$ cat config.mk
export PLATFORM = sky130hd
export DESIGN_NAME = my_keypad_4x4
export DESIGN_NICKNAME = d
export VERILOG_FILES = /design/src/rtl/my_keypad_4x4.sv
export SDC_FILE = /design/constraint.sdc
export NUM_CORES = 1
export LEC_CHECK = 0
export BUFFER_PORTS_ARGS = -buffer_cell sky130_fd_sc_hd__buf_4
export CELL_PAD_IN_SITES_DETAIL_PLACEMENT = 0
export CELL_PAD_IN_SITES_GLOBAL_PLACEMENT = 2
export CORE_MARGIN = 2
export CORE_UTILIZATION = 38
export CTS_CLUSTER_DIAMETER = 200
export DETAILED_ROUTE_END_ITERATION = 6
export PLACE_DENSITY = 0.85
export SLEW_MARGIN = 20
export SYNTH_ARGS = -nofsm -noshare
export SYNTH_HDL_FRONTEND = slang
export SYNTH_SLANG_ARGS = --single-unit
$ cat constraint.sdc
create_clock -name clk -period 5.55 [get_ports clk]
set_clock_uncertainty 0.15 [all_clocks]
set_input_delay 0.8325 -clock clk [delete_from_list [all_inputs] [get_ports clk]]
set_output_delay 0.8325 -clock clk [all_outputs]
set_load 0.005 [all_outputs]
$ cat src/rtl/my_keypad_4x4.sv
// 4x4 matrix keypad scanner with frame-based debounce and a valid/ready key-event output.
// Optional auto-repeat is compiled in when MY_KEYPAD_AUTOREPEAT_EN is defined.
module my_keypad_4x4 #(
  parameter int unsigned SCAN_DIV      = 1024,
  parameter int unsigned DEB_CNT       = 4,
  parameter int unsigned REPEAT_FRAMES = 64
) (
  input  logic       clk,
  input  logic       rst_n,
  input  logic       en,
  output logic [3:0] row,
  input  logic [3:0] col,
  output logic [3:0] key,
  output logic       key_valid,
  input  logic       key_rdy,
  output logic       key_down,
  output logic       key_ovf
);

  localparam int unsigned   DwW    = $clog2(SCAN_DIV);
  localparam logic [DwW-1:0] DwMax = DwW'(SCAN_DIV - 1);
  localparam logic [3:0]    DebMax = 4'(DEB_CNT);

  if (SCAN_DIV < 4 || DEB_CNT < 1 || DEB_CNT > 15 || REPEAT_FRAMES < 1) begin : g_bad_param
    $error("my_keypad_4x4: illegal parameter value");
  end

  logic [3:0]     r_col_s1, r_col_s2;
  logic           r_active;
  logic [DwW-1:0] r_dwell;
  logic [1:0]     r_row_idx;
  logic [1:0]     r_acc_cnt;   // keys seen so far in this frame, saturates at 2
  logic [3:0]     r_acc_code;
  logic [4:0]     r_prev;      // {valid, code}; 5'd0 means no key
  logic [4:0]     r_stable;
  logic [3:0]     r_match;
  logic [3:0]     r_key;
  logic           r_key_valid;
  logic           r_key_ovf;

  logic       w_sample, w_frame_end;
  logic [3:0] w_pressed;
  logic [2:0] w_ncols, w_sum;
  logic [1:0] w_col_idx, w_tot;
  logic [3:0] w_code, w_match_nxt, w_event_code;
  logic [4:0] w_res;
  logic       w_accept, w_change, w_new_key, w_repeat, w_event;

  assign w_sample    = r_active && en && (r_dwell == DwMax);
  assign w_frame_end = w_sample && (r_row_idx == 2'd3);
  assign w_pressed   = ~r_col_s2;

  always_comb begin
    w_ncols   = '0;
    w_col_idx = '0;
    for (int i = 3; i >= 0; i--) begin
      if (w_pressed[i]) begin
        w_ncols   = w_ncols + 3'd1;
        w_col_idx = 2'(i);
      end
    end
    w_sum = {1'b0, r_acc_cnt} + w_ncols;
    w_tot = (w_sum >= 3'd2) ? 2'd2 : w_sum[1:0];
  end

  assign w_code      = (r_acc_cnt == 2'd0) ? {r_row_idx, w_col_idx} : r_acc_code;
  assign w_res       = (w_tot == 2'd1) ? {1'b1, w_code} : 5'd0;
  assign w_match_nxt = (w_res != r_prev) ? 4'd1 :
                       (r_match >= DebMax) ? r_match : r_match + 4'd1;
  assign w_accept    = w_frame_end && (w_match_nxt == DebMax);
  assign w_change    = w_accept && (w_res != r_stable);
  assign w_new_key   = w_change && w_res[4];

`ifdef MY_KEYPAD_AUTOREPEAT_EN
  localparam int unsigned RepW = $clog2(REPEAT_FRAMES) + 1;
  logic [RepW-1:0] r_rep_cnt;
  logic            w_rep_hit;

  assign w_rep_hit = (r_rep_cnt == RepW'(REPEAT_FRAMES - 1));
  assign w_repeat  = w_frame_end && r_stable[4] && !w_change && w_rep_hit;

  always_ff @(posedge clk or negedge rst_n) begin
    if (!rst_n) begin
      r_rep_cnt <= '0;
    end else if (!en || w_change) begin
      r_rep_cnt <= '0;
    end else if (w_frame_end && r_stable[4]) begin
      r_rep_cnt <= w_rep_hit ? '0 : r_rep_cnt + RepW'(1);
    end
  end
`else
  assign w_repeat = 1'b0;
`endif

  assign w_event      = w_new_key || w_repeat;
  assign w_event_code = w_new_key ? w_res[3:0] : r_stable[3:0];

  always_ff @(posedge clk or negedge rst_n) begin
    if (!rst_n) begin
      r_col_s1   <= 4'hF;
      r_col_s2   <= 4'hF;
      r_active   <= 1'b0;
      r_dwell    <= '0;
      r_row_idx  <= '0;
      r_acc_cnt  <= '0;
      r_acc_code <= '0;
      r_prev     <= '0;
      r_match    <= '0;
      r_stable   <= '0;
    end else begin
      r_col_s1 <= col;
      r_col_s2 <= r_col_s1;
      if (!en) begin
        r_active   <= 1'b0;
        r_dwell    <= '0;
        r_row_idx  <= '0;
        r_acc_cnt  <= '0;
        r_acc_code <= '0;
        r_prev     <= '0;
        r_match    <= '0;
        r_stable   <= '0;
      end else begin
        // First enabled cycle only arms the scan so row 0 gets a full dwell.
        r_active <= 1'b1;
        if (r_active) begin
          if (w_sample) begin
            r_dwell   <= '0;
            r_row_idx <= r_row_idx + 2'd1;
            if (w_frame_end) begin
              r_acc_cnt  <= '0;
              r_acc_code <= '0;
              r_prev     <= w_res;
              r_match    <= w_match_nxt;
              if (w_accept) r_stable <= w_res;
            end else begin
              r_acc_cnt  <= w_tot;
              r_acc_code <= w_code;
            end
          end else begin
            r_dwell <= r_dwell + DwW'(1);
          end
        end
      end
    end
  end

  // Pending events survive en going low; only reset clears them.
  always_ff @(posedge clk or negedge rst_n) begin
    if (!rst_n) begin
      r_key       <= '0;
      r_key_valid <= 1'b0;
      r_key_ovf   <= 1'b0;
    end else if (w_event) begin
      if (!r_key_valid || key_rdy) begin
        r_key       <= w_event_code;
        r_key_valid <= 1'b1;
      end else begin
        r_key_ovf <= 1'b1;
      end
    end else if (r_key_valid && key_rdy) begin
      r_key_valid <= 1'b0;
    end
  end

  assign row       = (r_active && en) ? ~(4'b0001 << r_row_idx) : 4'hF;
  assign key       = r_key;
  assign key_valid = r_key_valid;
  assign key_ovf   = r_key_ovf;
  assign key_down  = r_stable[4] && en;

endmodule

### Yosys cells after proc, flatten, opt, wreduce, memory -nomap -nowiden

Cells that the tools add are included.

* reductions and logical operators: 18
* divide/modulo/power cells: 0
* muxes and demuxes: 45
* $lt $le $gt $ge: 2
* equal/unequal tests: 11
* bitwise operators: 3
* add/sub/neg operators: 7
* multiply operators: 0
* shift-type cells: 1

Operator list (count)
* $mux 5: 10
* $mux 4: 12
* $mux 10: 3
* $mux 2: 12
* $add 10x1->10 const B: 1
* $eq 10x10->1 const B: 1
* $ne 2x1->1 const B: 5
* $ne 5x5->1: 2
* $add 3x1->3 const B: 3
* $mux 3: 3
* $logic_and 1x1->1: 8
* $not 4->4: 2
* $reduce_and 2->1: 4
* $mux 1: 5
* $add 4x1->4 const B: 1
* $eq 4x3->1 const B: 1
* $ge 4x3->1 const B: 1
* $reduce_and 4->1: 1
* $shl 1x2->4 const A: 1
* $add 2x3->3: 1
* $ge 3x2->1 const B: 1
* $reduce_and 3->1: 1
* $add 2x1->2 const B: 1
* $eq 2x1->1 const B: 1
* 6 further kinds: 6

* flip-flop bits (word level): 47
* memories kept: 0
* output and inout port bits: 11
* latch bits: 0
* memory bits (read-only): 0
* logic and storage cells: 100
* bits in writable memories: 0

### Logic depth before layout (Yosys ltp)

Gate-level depths: netlist of the first run.

* depth after elaboration: 22
* depth in mapped cells: 16
* depth with buffers taken out: 14

### Worst setup path after synthesis of the first run

Ideal clock, no wire load.

* path type: reg-to-reg
* from: register r_col_s2[2]
* to: register r_key[1], in the netlist key[1]
* arrival: 4.191 ns
* required time: 5.275 ns
* stages on the path, launching flop included: 14
* path slack: 1.084 ns
* cells stage by stage: dfstp_2 > inv_1 > ha_1 > xnor2_1 > ha_1 > mux2_2 > fa_1 > xor3_2 > o41ai_2 > o31ai_1 > or4_1 > buf_2 > nand4bb_4 > mux2_4

* longest elaborated chain between the ends: 18
* elaborated cells between the ends (all ways): 23
* classes of those cells: add/sub (3); order compare (1); eq/ne (4); mux (10); bitwise (1); reduce/logical (4)

RTL lines
* from (decl): RTL line 28 `logic [3:0] r_col_s1, r_col_s2;`
* from (signal assigned): RTL line 112 `r_col_s2 <= r_col_s1;`
* $not 4->4 *: RTL line 51 `assign w_pressed = ~r_col_s2;`
* $mux 3: RTL line 57 `if (w_pressed[i]) begin`
* $add 3x1->3: RTL line 58 `w_ncols = w_ncols + 3'd1;`
* $mux 3: RTL line 57
* $add 3x1->3: RTL line 58
* $mux 3: RTL line 57
* $add 2x3->3: RTL line 62 `w_sum = {1'b0, r_acc_cnt} + w_ncols;`
* $ge 3x2->1: RTL line 63 `w_tot = (w_sum >= 3'd2) ? 2'd2 : w_sum[1:0];`
* [2 not listed]
* $mux 5 *: RTL line 67 `assign w_res = (w_tot == 2'd1) ? {1'b1, w_code} : 5'd0;`
* $ne 5x5->1: RTL line 68 `assign w_match_nxt = (w_res != r_prev) ? 4'd1 :`
* $mux 4: RTL line 68
* $eq 4x3->1: RTL line 70 `assign w_accept = w_frame_end && (w_match_nxt == DebMax);`
* $logic_and 1x1->1: RTL line 70
* $logic_and 1x1->1: RTL line 71 `assign w_change = w_accept && (w_res != r_stable);`
* $logic_and 1x1->1: RTL line 72 `assign w_new_key = w_change && w_res[4];`
* $reduce_and 2->1 (no line)
* to (signal assigned): RTL line 155 `r_key <= w_event_code;`
* to (decl): RTL line 37 `logic [3:0] r_key;`

Mark *: on every way between the ends. The rest lies on a longest branch, timed or not.
A chain may end at the register's enable or synchronous reset.

### Final worst setup path of the first run

Ends and elaborated chain as after synthesis.

==> results by group, run 1 <==
Setup path
  • R2r startpoint: r_col_s2[2]
  • Crit path DAT: approximately 4.8 ns
  • Setup crit start kind: flop
  • Worst setup EP type: flop
  • CP max FO: 9
  • Reg-to-Reg End: key[1]
  • R2R setup slack: 0.78 ns
  • Reg2reg path depth: 12
  • Critical path data required time: about 5.6 ns
  • Setup CP Type: reg2reg

Clock network
  • Worst skew pair latency: about 0.30 ns
  • # clock sinks: 47
  • Resized cells post-CTS: 0
  • TritonCTS clock tree: done
  • Htree depth: 2
  • Num CTS Buffers: 5
  • Hold buffer count at CTS: 0
  • Post-CTS setup buffer count: 0
  • Reg clk slew, reported paths: roughly 0.080 ns
  • Clk buf depth: 2
  • Root buf cell: clkbuf_8

Finish
  • Final net count: slightly above 300
  • Layout area overhead: 11.3%
  • Layout cells sized above 1: 0.160
  • Post-layout util: 0.436
  • Antenna cells: 0

STA
  • Slew Limit Headroom: 0.372
  • Final Cycle Share: 0.860
  • Final Hold Viols: 0
  • Tmin final: 4.77 ns
  • Pin slew with the least headroom to its limit: about 0.93 ns
  • Final setup viols: 0
  • Pins Over Slew Limit: 0
  • Sum Neg Setup Slack: 0 ns
  • Peak Freq: 210 MHz
  • Setup ws final: 0.777 ns
  • Unrepaired setup endpoints after global routing: false
  • Worst hold margin: about 0.21 ns

Power and ir drop
  • Power per cell area: 219 nW/um2
  • Leak: around 1.3 nW
  • Clock group share of total power: 0.354
  • Pint: 486 uW
  • P_sw: between 150 and 200 uW
  • Worst vdd ir: between 0.08 and 0.09 mV
  • Comb pwr share: 0.099
  • Sequential power share: 0.547
  • Sw frac: 0.249

Floorplanning
  • Die ar.: around 7600 um2
  • Row count: 30
  • Die height: a little under 90 um
  • Core area: slightly below 7000 um2
  • Initial Util: 0.392
  • Die width: 87.5 um
  • I/O pin cnt: 19

Yosys
  • Post-synth EDFFs: 0
  • Synth top area share: 0.369
  • Commonest cells post-synth: dfrtp_1 (39), nand2_1 (31), nor2_1 (15)
  • Cell taking the most area after synthesis: dfrtp_1
  • Synth unique cells: 49
  • Post-synthesis sequential area ratio: 0.448
  • Async SR Flop Fraction: 1.00
  • Dominant cells by area after synthesis: dfrtp_1 (37%), dfstp_2 (7.9%), ha_1 (5.7%)
  • Cell with the most instances after synthesis: dfrtp_1
  • Ys flop type: dfrtp_1
  • Yosys warns: 0
  • Mapped Avg Cell Area: between 9 and 10 um2
  • Synth Instances: 271
  • Syn_nets: 292
  • Post-Syn Area: around 2600 um2
  • #FFs+latches synth: 47

Drt
  • Drt wl/cell: 15.1 um
  • DR iter-0 viols: around 120
  • WL final: around 5.6 mm
  • DR vias: approximately 2,000
  • Routed vias/inst: approximately 5.4
  • ANT nets after route: 0
  • 1st-pass router iterations: 4
  • # DRC: 0

Placement
  • Port buffer count: 18
  • Detailed Place HPWL: 3.95 mm
  • Routability cong.: between 0.7 and 0.8
  • Dpl ws: 0.817 ns

Min path
  • Worst hold stages: 0
  • Worst min path class: reg2reg
  • Hold Startpoint: r_col_s1[1]
  • Worst Hold Path EP: r_col_s2[1]

Global routing
  • Gr ovfl total: 0
  • GRT Util Overall: 0.159
  • First-pass GRT wire length: between 9 and 10 mm
  • Initial antenna violation count: 0
  • Vias in the first global route: between 1,500 and 2,000
  • Largest net degree at the start of global routing: 48

Run
  • Max cap viols: 0

Status
  • Status: finished, final reports clean
==> final cells by class <==
class | count | area, um2
fillers | 683 | 3810
multi-input cells | 204 | 1380
flip-flops and latches | 47 | 1190
repair buffers | 18 | 135
well taps | 80 | 100
clock buffers | 7 | 96.3
inverters | 10 | 37.5
clock inverters | 1 | 7.51
==> state kept, by name (all words and copies together) (netlist names), 2 cells and up <==
signal      flops
r_col_s2        4
r_dwell        10
r_acc_code      4
r_row_idx       2
r_col_s1        4
key             4
r_acc_cnt       2
r_match         4
r_prev          5
r_stable        5
==> cells in the final DEF, fill, tap and decap left out, types with 3 or more instances in the layout <==
master    netlist  final
dfrtp_1        39     39
nand2_1        31     31
buf_4           0     18
nor2_1         15     15
a21boi_0       14     14
nand3_1        13     13
o21ai_0        13     13
ha_1           12     12
inv_1          10     10
xnor2_1         9      9
a21oi_1         9      9
nor2b_1         9      9
and2_1          8      8
dfstp_2         8      8
nor3_1          7      7
clkbuf_8        0      7
mux2i_1         5      5
and3_1          5      5
nand4_1         4      4
nand2b_1        4      4
o31ai_1         4      4
nor4_1          4      4
or3_1           3      3
==> cell families after synthesis <==
| group | count (synthesis) | share of synthesized area |
|---|---|---|
| AND/OR/NAND/NOR | 117 | 0.240 |
| XOR/XNOR | 10 | 0.0392 |
| flip-flops | 47 | 0.448 |
| buffers and inverters | 20 | 0.0293 |
| AO/OA/AOI/OAI | 56 | 0.145 |
| adder cells (fa/ha/maj) | 13 | 0.0643 |
| multiplexers | 8 | 0.0345 |
==> power by group through the flow <==
stage | clock [mW] | sequential, mW | combinational, mW
2_1_floorplan | 0 | 0.358 | 0.0442
3_3_place_gp | 0 | 0.360 | 0.0638
3_5_place_dp | 0 | 0.361 | 0.0639
4_1_cts | 0.239 | 0.354 | 0.0649
5_1_grt | 0.255 | 0.355 | 0.0721
6_report | 0.229 | 0.354 | 0.0637
==> worst max-delay path by stage <==
stage | from | to | cells after the start
after detailed placement | r_col_s2[2] | key[1] | 12
after global placement | r_col_s2[2] | key[3] | 12
after CTS | r_col_s2[2] | key[1] | 12
final | r_col_s2[2] | key[1] | 12
after global routing | r_col_s2[2] | key[1] | 12
after floorplan | r_col_s2[2] | key[1] | 13
==> layer usage <==
metal | share of wire | routed length, um | GRT usage | vias to the layer above
met5 | 0 | 0 | 0 | -
met4 | 0.0092 | 51 | 0.0378 | 0
li1 | - | - | - | 979
met1 | 0.49 | 2740 | 0.221 | 948
met2 | 0.46 | 2570 | 0.256 | 35
met3 | 0.035 | 194 | 0.0313 | 5
==> metrics by stage <==
stage / instances / cell area (um2) / total power [mW]
finish: 367 / 2950 / 0.646
global route: 367 / 2950 / 0.682
CTS: 367 / 2950 / 0.658
detailed placement: 359 / 2840 / 0.424
global placement: 359 / 2840 / 0.424
floorplan: 271 / 2650 / 0.403
==> critical path: stages (launching register included) <==
cell       delay (ns)
dfstp_2          0.57
inv_1            0.05
ha_1             0.30
xnor2_1          0.30
ha_1             0.30
mux2_2           0.28
fa_1             0.44
xor3_2           0.50
o41ai_2          0.33
o31ai_1          0.14
or4_1            0.65
nand4bb_4        0.33
mux2_4           0.32
Power figures use the tool's default switching activity.
==> inputs of run 2 (changes only) <==
- clock period: 5.55 -> 4.7 ns (I/O delays scaled with it)
==> run 2 against run 1 <==
Against the previous run:
- register-to-register slack worse by 0.52 ns
- largest cell class unchanged
- die area did not move
- worst setup slack got worse by 0.52 ns
- first-iteration DRC count is 3.3% lower
- global-route usage about the same
- sequential share of layout area shrank 0.74 points
- design area rose by 1.9%
- clock-buffer cell count down 2
- core utilization rose by 0.81 points
- critical path type unchanged
- critical endpoint is now key[3]
==> results by group, run 2 (synthesis gave the netlist of run 1 again) <==
Drt
  • # DRC: 0 (unchanged)
  • Metal2 WL: 2.49 mm (-3.1%)
  • Routed vias/inst: 5.37 (+0.27%)
  • Top Metal Used: met4
  • Metal3 WL: 230 um (+19%)
  • Drt wl/cell: 15.0 um (-1.1%)
  • DR iter-0 viols: 119 (-3.3%)
  • 1st-pass router iterations: 4 (unchanged)
  • ANT nets after route: 0 (unchanged)
  • Met1 Routed Length: 2.74 mm (about the same)
  • DR vias: 1,983 (+0.81%)
  • WL final: 5.53 mm (-0.56%)

Global routing
  • Largest net degree at the start of global routing: 48 (unchanged)
  • First-pass GRT wire length: 9.50 mm (+0.30%)
  • GRT Util Overall: 0.159 (-0.000365)
  • Vias in the first global route: 1,943 (+2.5%)
  • Initial antenna violation count: 0 (unchanged)
  • Gr ovfl total: 0 (unchanged)

STA
  • Unrepaired setup endpoints after global routing: false
  • Setup ws final: 0.256 ns (-0.520 ns)
  • Pin slew with the least headroom to its limit: 1.03 ns (+0.101 ns)
  • Final setup viols: 0 (unchanged)
  • Worst hold margin: 0.209 ns (-0.000687 ns)
  • Tmin final: 4.44 ns (-0.330 ns)
  • Peak Freq: 225 MHz (+7.4%)
  • Pins Over Slew Limit: 0 (unchanged)
  • Final Cycle Share: 0.945 (+0.0854)
  • Sum Neg Setup Slack: 0 ns (unchanged)
  • Final Hold Viols: 0 (unchanged)
  • Slew Limit Headroom: 0.304 (-0.0678)

Setup path
  • Reg-to-Reg End: key[3]
  • Worst setup EP type: flop
  • Setup CP Type: reg2reg
  • CP cell instances: inv_1, ha_1, xnor2_2, ha_1, mux2_2, fa_1, nand2b_1, o41ai_2, o31ai_1, or4_1, nand4bb_4, mux2_4
  • R2r startpoint: r_col_s2[2]
  • CP max FO: 9 (unchanged)
  • Slowest CP cell: dfstp_2
  • Largest stage delay, worst path: 0.57 ns (-0.08 ns)
  • Critical Path Source: r_col_s2[2]
  • Worst setup path end: key[3]
  • Reg2reg path depth: 12 (unchanged)
  • Critical path data required time: 4.74 ns (-0.84 ns)
  • Top cell by count, worst path: ha_1
  • Crit path DAT: 4.48 ns (-0.33 ns)
  • Setup crit start kind: flop
  • R2R setup slack: 0.26 ns (-0.52 ns)

Placement
  • Routability cong.: 0.725 (+1.5%)
  • Placed cell area: 2860 um2 (+0.53%)
  • Port buffer count: 18 (unchanged)
  • Detailed Place HPWL: 3.94 mm (-0.24%)
  • Placed cells: 361 (+0.56%)
  • Dpl ws: 0.102 ns (-0.715 ns)

Clock network
  • Post-CTS setup buffer count: 0 (unchanged)
  • Reg clk slew, reported paths: 0.08 ns (about the same)
  • Worst skew pair latency: 0.30 ns (about the same)
  • # clock sinks: 47 (unchanged)
  • Resized cells post-CTS: 0 (unchanged)
  • Root buf cell: clkbuf_8
  • Htree depth: 2 (unchanged)
  • Clk buf depth: 2 (unchanged)
  • Hold buffer count at CTS: 0 (unchanged)
  • Num CTS Buffers: 5 (unchanged)
  • TritonCTS clock tree: done

Floorplanning
  • Initial Util: 0.392 (unchanged)
  • I/O pin cnt: 19 (unchanged)
  • Die height: 87.5 um (unchanged)
  • Core area: 6760 um2 (unchanged)
  • Row count: 30 (unchanged)
  • Die ar.: 7650 um2 (unchanged)
  • Die width: 87.5 um (unchanged)

Status
  • Status: finished, final reports clean

Power and ir drop
  • Worst vdd ir: 0.144 mV (+67%)
  • Power, Total: 853 uW (+32%)
  • Power per cell area: 284 nW/um2 (+29%)
  • Leak: 1.32 nW (+2.2%)

Finish
  • Final net count: 309 (+0.65%)
  • Most flops, register: r_dwell
  • Commonest non-fill, non-tap cell in the layout: dfrtp_1
  • Multi-input logic area: 1390 um2 (+0.54%)
  • Final instance area: 3000 um2 (+1.9%)
  • Layout cells sized above 1: 0.170 (+0.00927)
  • Most frequent cells in the layout: dfrtp_1 (39), nand2_1 (31), buf_4 (20)
  • Antenna cells: 0 (unchanged)
  • Layout Cells excl Fill: 369 (+0.54%)
  • Storage element area: 1190 um2 (unchanged)
  • Post-layout util: 0.444 (+0.00815)
  • # fillers: 665 (-2.6%)
  • Max reg flops: 10 (unchanged)
  • Top flop regs: r_dwell: 10 flops, r_prev: 5 flops, r_stable: 5 flops
  • Layout area overhead: 13.4%

Min path
  • Hold Startpoint: r_col_s1[0]
  • Worst min path class: reg2reg

Run
  • Max cap viols: 0 (unchanged)
[run 2: cell type report]
type	count	area share
well taps	80	0.0334
inverters	10	0.0125
flip-flops and latches	47	0.395
multi-input cells	204	0.463
clock inverters	3	0.0225
repair buffers	20	0.0500
clock buffers	5	0.0229
[run 2: routing by layer]
layer | vias to the layer above | global-route usage
li1 | 987 | -
met1 | 948 | 0.227
met5 | - | 0
met4 | 0 | 0.0503
met3 | 7 | 0.0332
met2 | 41 | 0.239
[run 2: report_power, final]
part	switching (mW)	total (mW)	internal [mW]
Clock	0.143	0.355	0.212
Combinational	0.0485	0.0800	0.0316
Sequential	0.00569	0.418	0.412
[run 2: how the worst min path moves through the flow]
stage	endpoint	slack, ns	cells past startpoint
global placement	r_col_s2[0]	0.20	0
finish	r_col_s2[0]	0.21	0
detailed placement	r_col_s2[0]	0.20	0
floorplan	r_col_s2[0]	0.20	0
global route	r_col_s2[1]	0.21	0
CTS	r_col_s2[0]	0.21	0
[run 2: critical path, delay by kind of cell (launching register included)]
kind	cells	cell delay, ns
buf+inv	1	0.05
xor+xnor	1	0.22
flops	1	0.57
mux	2	0.60
compound gates	2	0.53
simple gates	3	1.15
fa+ha+maj	3	1.07
